==> src/rtl/riscv_pkg.sv <==
// Shared pipeline constants for the RISC-V core: forwarding mux selects and
// the default register-address width.
package riscv_pkg;

  localparam int REG_AW_DEFAULT = 5;

  localparam logic [1:0] FWD_RF  = 2'b00;
  localparam logic [1:0] FWD_WB  = 2'b01;
  localparam logic [1:0] FWD_MEM = 2'b10;

endpackage

==> src/rtl/riscv_hazard_fwd.sv <==
// Per-operand forwarding select: picks the youngest in-flight producer of the
// Execute-stage source register. x0 is never forwarded.
module riscv_hazard_fwd
  import riscv_pkg::*;
#(
  parameter int REG_AW = REG_AW_DEFAULT
) (
  input  logic [REG_AW-1:0] irs_e,
  input  logic [REG_AW-1:0] ird_m,
  input  logic [REG_AW-1:0] ird_w,
  input  logic              iwr_en_m,
  input  logic              iwr_en_w,
  output logic [1:0]        ofwd
);

  always_comb begin
    ofwd = FWD_RF;
    if (iwr_en_m && (ird_m == irs_e) && (irs_e != '0)) begin
      ofwd = FWD_MEM;
    end else if (iwr_en_w && (ird_w == irs_e) && (irs_e != '0)) begin
      ofwd = FWD_WB;
    end
  end

endmodule

==> src/rtl/riscv_hazard.sv <==
// Hazard unit for the 5-stage core: forwarding selects, load-use stall,
// branch flush, and saturating stall/flush performance counters.
module riscv_hazard
  import riscv_pkg::*;
#(
  parameter int REG_AW = REG_AW_DEFAULT,
  parameter int CNT_W  = 32
) (
  input  logic              iclk,
  input  logic              irst,
  input  logic [REG_AW-1:0] irs1_d,
  input  logic [REG_AW-1:0] irs2_d,
  input  logic [REG_AW-1:0] ird_d,
  input  logic              iresult_srcb0,
  input  logic              ipc_src,
  input  logic              ird_wr_en_1d,
  input  logic              ird_wr_en_2d,
  input  logic              iclr_cnt,
  output logic [1:0]        ofwd_a_e,
  output logic [1:0]        ofwd_b_e,
  output logic              ostall_f,
  output logic              ostall_d,
  output logic              oflush_d,
  output logic              oflush_e,
  output logic [CNT_W-1:0]  ostall_cnt,
  output logic [CNT_W-1:0]  oflush_cnt
);

  logic [REG_AW-1:0] rs1_e_q, rs1_e_d;
  logic [REG_AW-1:0] rs2_e_q, rs2_e_d;
  logic [REG_AW-1:0] rd_e_q, rd_e_d;
  logic [REG_AW-1:0] rd_m_q;
  logic [REG_AW-1:0] rd_w_q;
  logic [CNT_W-1:0]  stall_cnt_q;
  logic [CNT_W-1:0]  flush_cnt_q;
  logic              lw_stall;
  logic              stall;
  logic              flush_e;

  function automatic logic [CNT_W-1:0] sat_inc(input logic [CNT_W-1:0] v);
    return (&v) ? v : v + CNT_W'(1);
  endfunction

  // A taken branch overrides the load-use stall so fetch moves to the target.
  assign lw_stall = iresult_srcb0 && (rd_e_q != '0) &&
                    ((rd_e_q == irs1_d) || (rd_e_q == irs2_d));
  assign stall    = lw_stall && !ipc_src;
  assign flush_e  = lw_stall || ipc_src;

  assign ostall_f   = stall;
  assign ostall_d   = stall;
  assign oflush_d   = ipc_src;
  assign oflush_e   = flush_e;
  assign ostall_cnt = stall_cnt_q;
  assign oflush_cnt = flush_cnt_q;

  always_comb begin
    rs1_e_d = irs1_d;
    rs2_e_d = irs2_d;
    rd_e_d  = ird_d;
    if (flush_e) begin
      rs1_e_d = '0;
      rs2_e_d = '0;
      rd_e_d  = '0;
    end
  end

  // D/E, E/M, M/W address stages
  always_ff @(posedge iclk) begin
    if (irst) begin
      rs1_e_q <= '0;
      rs2_e_q <= '0;
      rd_e_q  <= '0;
      rd_m_q  <= '0;
      rd_w_q  <= '0;
    end else begin
      rs1_e_q <= rs1_e_d;
      rs2_e_q <= rs2_e_d;
      rd_e_q  <= rd_e_d;
      rd_m_q  <= rd_e_q;
      rd_w_q  <= rd_m_q;
    end
  end

  always_ff @(posedge iclk) begin
    if (irst || iclr_cnt) begin
      stall_cnt_q <= '0;
    end else if (stall) begin
      stall_cnt_q <= sat_inc(stall_cnt_q);
    end
  end

  always_ff @(posedge iclk) begin
    if (irst || iclr_cnt) begin
      flush_cnt_q <= '0;
    end else if (ipc_src) begin
      flush_cnt_q <= sat_inc(flush_cnt_q);
    end
  end

  riscv_hazard_fwd #(.REG_AW(REG_AW)) u_fwd_a (
    .irs_e    (rs1_e_q),
    .ird_m    (rd_m_q),
    .ird_w    (rd_w_q),
    .iwr_en_m (ird_wr_en_1d),
    .iwr_en_w (ird_wr_en_2d),
    .ofwd     (ofwd_a_e)
  );

  riscv_hazard_fwd #(.REG_AW(REG_AW)) u_fwd_b (
    .irs_e    (rs2_e_q),
    .ird_m    (rd_m_q),
    .ird_w    (rd_w_q),
    .iwr_en_m (ird_wr_en_1d),
    .iwr_en_w (ird_wr_en_2d),
    .ofwd     (ofwd_b_e)
  );

endmodule
==> config.mk <==
export PLATFORM = sky130hd
export DESIGN_NAME = riscv_hazard
export DESIGN_NICKNAME = d
export VERILOG_FILES = /design/src/rtl/riscv_pkg.sv /design/src/rtl/riscv_hazard_fwd.sv /design/src/rtl/riscv_hazard.sv
export SDC_FILE = /design/constraint.sdc
export NUM_CORES = 1
export LEC_CHECK = 0
export BUFFER_PORTS_ARGS = -buffer_cell sky130_fd_sc_hd__buf_2
export CAP_MARGIN = 20
export CORE_MARGIN = 10
export CORE_UTILIZATION = 30
export CTS_BUF_LIST = sky130_fd_sc_hd__clkbuf_4 sky130_fd_sc_hd__clkbuf_8
export CTS_CLUSTER_DIAMETER = 60
export DETAILED_ROUTE_END_ITERATION = 8
export RECOVER_POWER = 25
export SYNTH_ARGS = -nofsm -noshare
export SYNTH_HDL_FRONTEND = slang
export SYNTH_SLANG_ARGS = --single-unit
==> constraint.sdc <==
create_clock -name iclk -period 2.5 [get_ports iclk]
set_input_delay 0.125 -clock iclk [delete_from_list [all_inputs] [get_ports iclk]]
set_output_delay 0.125 -clock iclk [all_outputs]
set_load 0.05 [all_outputs]
## Word level (Yosys, flattened, before mapping)

Index checks and enable logic that the tools add are counted.

| operators by class | value |
|---|---|
| muxes and demuxes | 4 |
| equality and inequality tests | 6 |
| reductions and logical operators | 23 |
| bitwise logic cells | 2 |
| $add $sub $neg | 2 |

Operators by type and width:

| cell | number |
|---|---|
| $add A32 B1 Y32 const B | 2 |
| $reduce_and A32 Y1 | 2 |
| $eq A5 B5 Y1 | 6 |
| $reduce_bool A5 Y1 | 3 |
| $logic_and A1 B1 Y1 | 11 |
| $mux W2 | 2 |
| $reduce_and A2 Y1 | 2 |
| $logic_or A1 B1 Y1 | 3 |
| $mux W1 | 2 |
| $not A1 Y1 | 2 |
| $reduce_or A2 Y1 | 1 |
| $logic_not A1 Y1 | 1 |

| word-level totals | value |
|---|---|
| word-level logic and storage cells | 44 |
| flip-flop bits (word level) | 89 |
| output and inout bits | 72 |
| bits of input ports | 22 |

## Longest topological paths before layout

| depth | value |
|---|---|
| word-level depth | 5 |
| mapped depth | 8 |
| mapped depth without buffers | 7 |

## By module

A second synthesis with hierarchy kept.

| second synthesis, totals | value |
|---|---|
| cell total of the unflattened synthesis | 520 |
| area total of the unflattened synthesis | 4357.9 sq um |

Modules (own cells, without submodules):

| module | sequential area each (sq um) | area each (sq um) | cells an instance | times used |
|---|---|---|---|---|
| riscv_hazard | 1781.7 | 4080.2 | 484 | 1 |
| riscv_hazard_fwd | 0.0 | 138.9 | 18 | 2 |

## Worst setup path before layout

Ideal clock, no wire load.

| timing path | value |
|---|---|
| path kind | reg2out |
| start | register rs1_e_q[2] |
| end | output ofwd_a_e[0] |
| stages on the path, launching flop included | 5 |
| path buffers | 0 |
| arrival | 2853 ps |
| path slack | -478 ps |
| data required time | 2375 ps |
| cells stage by stage | dfxtp_1 > or4_1 > nor2_1 > nor4_1 > nor4_1 |

| on the way | value |
|---|---|
| word-level cells in the longest chain between the ends | 5 |
| elaborated cells on any way between the ends | 9 |
| classes of those cells | eq/ne (2); mux (2); reduce/logical (5) |

Ends and longest elaborated chain:

| item | RTL line | source |
|---|---|---|
| start, declared | riscv_hazard.sv:29 | `logic [REG_AW-1:0] rs1_e_q, rs1_e_d;` |
| start signal, assigned | riscv_hazard.sv:77 | `rs1_e_q <= rs1_e_d;` |
| $eq A5 B5 Y1 | riscv_hazard_fwd.sv:20 | `end else if (iwr_en_w && (ird_w == irs_e) && (irs_e != '0)) begin` |
| $logic_and A1 B1 Y1 (2 in series) | riscv_hazard_fwd.sv:20 |  |
| $mux W1 | riscv_hazard_fwd.sv:20 |  |
| $mux W2 (*) | riscv_hazard_fwd.sv:18 | `if (iwr_en_m && (ird_m == irs_e) && (irs_e != '0)) begin` |
| end, declared | riscv_hazard.sv:19 | `output logic [1:0] ofwd_a_e,` |

Mark *: on every way between the ends. The rest lies on a longest branch, timed or not.

## Worst setup path after layout

| timing path | value |
|---|---|
| start | register stall_cnt_q[0] (netlist: ostall_cnt[0]) |
| end | register stall_cnt_q[26] (netlist: ostall_cnt[26]) |

| on the way | value |
|---|---|
| word-level cells in the longest chain between the ends | 3 |
| elaborated cells on any way between the ends | 4 |
| classes of those cells | add/sub (1); bitwise (1); reduce/logical (2) |

Ends and longest elaborated chain:

| item | RTL line | source |
|---|---|---|
| start, declared | riscv_hazard.sv:34 | `logic [CNT_W-1:0] stall_cnt_q;` |
| start signal, assigned | riscv_hazard.sv:89 | `stall_cnt_q <= sat_inc(stall_cnt_q);` |
| parallel branches: the longest is 3 deep, another holds $add A32 B1 Y32 | - |  |

Parallel ways; which one is timed is not known.
A chain may end at the register's enable or synchronous reset.

==> flow_metrics.py <==
metrics = {
    "setup_path": {
        "reg2reg_slack_ns": 0.14,
        "rr_startpoint": "ostall_cnt[0]$_SDFFE_PP0P_",
        "cp-startpoint": "ostall_cnt[0]$_SDFFE_PP0P_",
        "arrival_ns": 2.65,
        "endpoint": "ostall_cnt[26]$_SDFFE_PP0P_",
        "start_kind": "flop",
        "cp-end-kind": "flop",
        "critPathMaxFanout": 5,
        "r2r_cells": 7,
        "crit_type": "flop to flop",
        "r2r_end": "ostall_cnt[26]$_SDFFE_PP0P_",
        "required_ns": 2.79,
    },
    "cells_and_area": {
        "multiInputGateArea_mm2": 0.002361,
        "drive_above_1_share_pct": 16.69,
        "fin_area_mm2": 0.005214,
        "syn_to_final_growth_pct": 23.14,
        "layout.nets": 627,
        "seq_area_mm2": 0.001784,
        "fillCellCount": 1473,
        "n_antenna_cell": 0,
    },
    "logic_synthesis": {
        "synth_warnings": 0,
        "synth_top_cell_by_area": "dfxtp_1",
        "synthDistinctLibCells": 38,
        "synth_common_cells": "89 x dfxtp_1, 50 x nor2_1, 40 x xnor2_1",
        "syn_nets": 515,
        "synth-edff-count": 0,
        "ys_ff_latch": 89,
        "yosysSeqAreaShare_pct": 42.08,
        "synth_top_area_share_pct": 42.08,
        "ys_async_sr_fraction_pct": 0,
        "syn_area_per_cell_um2": 8.623,
        "synth_cells": 491,
        "synth_most_common_cell": "dfxtp_1",
        "ys.flop_type": "dfxtp_1",
        "syn_area_mm2": 0.004234,
        "synth_area_leaders": "dfxtp_1 42%, xnor2_1 8.3%, xor2_1 5.2%",
    },
    "worst_hold_path": {
        "hp-class": "input port to flop",
    },
    "sta": {
        "rsz0062_at_grt": "false",
        "fmax_mhz": 423.1,
        "period_needed_ns": 2.364,
        "hold_viol_final": 0,
        "max_slew.worst_pin.slew_ns": 0.6560,
        "post-route-period-util_pct": 94.55,
        "final-setup-viol-count": 0,
        "setup_tns_ns": 0,
        "final_max_slew_viol_count": 0,
        "fin_ws_ns": 0.1363,
        "relSlewSlack_pct": 56.11,
        "finClkSkew_ns": 0.01122,
    },
    "clock_tree": {
        "clock-sinks": 89,
        "clk_latency_ns": 0.36,
        "cts_tree": "done",
        "cts-root-buf": "clkbuf_8",
        "clock_path_buffers": 2,
        "cts_buffers": 9,
        "clkTransAtPathRegs_ns": 0.08,
        "h-tree-depth": 3,
        "post_cts_buffers": 0,
    },
    "job": {
        "maxCapViolations": 0,
    },
    "floorplan": {
        "ios": 94,
        "rows": 43,
        "die_w_um": 138.8,
        "core_area_mm2": 0.01388,
        "die_area_mm2": 0.01927,
        "start_util_pct": 30.50,
        "dieHeight_um": 138.8,
    },
    "power": {
        "p_leak_nw": 1.838,
        "worst_ir_drop_vdd_uv": 258.3,
        "p_per_area_mw_per_mm2": 481.8,
    },
    "global_route": {
        "gr-usage-all-layers_pct": 12.65,
        "antenna_found_initial": 0,
        "grt_start_max_net_pins": 33,
        "grt_pass1_wl_um": 20400,
        "overflow": 0,
        "grt_pass1_vias": 4047,
    },
    "outcome": {
        "status": "finished clean",
    },
    "drt": {
        "first_pass_iters": 4,
        "vias_per_cell": 5.018,
        "route.detailed.drc": 0,
        "drt_iter0_markers": 262,
        "wl_um": 12370,
        "avgRoutedWirePerCell_um": 15.76,
        "drtAntennaViolNets": 0,
        "via_count": 3939,
    },
    "placement": {
        "post-dp-hpwl_um": 9461,
        "dp_slack_ns": 0.1739,
        "post_dp_cell_area_mm2": 0.004964,
        "place.gp.congestion": 0.8633,
        "io_buffer_count": 93,
    },
}
==> placed cells by master, fill, tap and decap left out, types with 7 or more instances in the layout <==
cell,n
dfxtp_1,87
and2_1,20
inv_1,10
nor4_1,8
or3_1,14
buf_2,63
and4_1,11
dlygate4sd3_1,13
xor2_1,25
o21ai_0,7
o21ai_1,10
nor2_1,50
and3_1,10
nand2_1,37
clkbuf_8,10
nor2b_1,11
nand4_1,28
or4_1,10
buf_4,12
nand3_1,29
xnor2_1,40
nor3_1,8
a21oi_1,22
clkbuf_1,30
==> report_power, final <==
group / internal, mW / total (mW) / switching, mW / leakage [nW]
logic: 0.0828 / 0.203 / 0.120 / 1.03
clock network: 0.393 / 0.860 / 0.467 / 0.0850
registers: 1.43 / 1.45 / 0.0177 / 0.721
==> flip-flops by register name, summed over array words and instances (netlist names) <==
name	count
rd_m_q	5
rs1_e_q	5
rs2_e_q	5
ostall_cnt	32
rd_e_q	5
rd_w_q	5
oflush_cnt	32
==> kinds of logic after synthesis <==
kind of cell / share of synthesized area (%)
simple gates: 32.09
flops: 42.08
xor+xnor: 13.45
compound gates: 8.717
buf+inv: 2.600
mux: 0.4728
fa+ha+maj: 0.5909
==> layer usage <==
metal	vias up	share of wire, %	track usage (%)
li1	1972	-	-
met1	1881	47	16.05
met2	73	46	19.76
met3	13	5.9	4.007
met4	0	1.4	4.283
met5	-	0	0
==> area by class of cell <==
class                      count  share of cell area, %
multi-input combinational    375                  45.28
sequential                    89                  34.22
timing repair buffer         118                  12.43
tap                          180                  4.320
clock buffer                  12                  2.928
inverter                      10                 0.7199
clock inverter                 1                0.09599
==> stage by stage <==
stage	utilization, %	hold WS [ns]	power, mW	std cells
2_1_floorplan	-	0.2467	1.604	491
3_3_place_gp	35.76	0.3502	1.667	759
3_5_place_dp	35.76	0.3536	1.671	759
4_1_cts	37.83	0.003725	2.557	785
5_1_grt	37.56	0.01683	2.633	785
6_report	37.56	0.02489	2.512	785
==> critical path, cell delays in order (launching register included) <==
cell and delay (ns):
dfxtp_2 0.37, ha_1 0.22, nand3_1 0.13, or4_4 0.51, a311oi_4 0.44, nand3_4 0.14
or3_1 0.33, a21oi_1 0.14
==> timing repair <==
| item | CTS | global route |
|---|---|---|
| resized for setup | 0 | 0 |
| endpoints found under the hold margin | 13 | 0 |
| hold buffers | 13 | 0 |
==> worst min path at each step <==
stage,start,endpoint,slack (ns),depth (start not counted)
after floorplan,ird_d[0],rd_e_q[0]$_SDFF_PP0_,0.25,1
after global placement,ird_d[2],rd_e_q[2]$_SDFF_PP0_,0.35,2
after detailed placement,ird_d[2],rd_e_q[2]$_SDFF_PP0_,0.35,2
after CTS,irs1_d[4],rs1_e_q[4]$_SDFF_PP0_,0.004,2
after global routing,irs1_d[4],rs1_e_q[4]$_SDFF_PP0_,0.02,2
final,irs1_d[4],rs1_e_q[4]$_SDFF_PP0_,0.02,2
(Power assumes the default switching activity.)
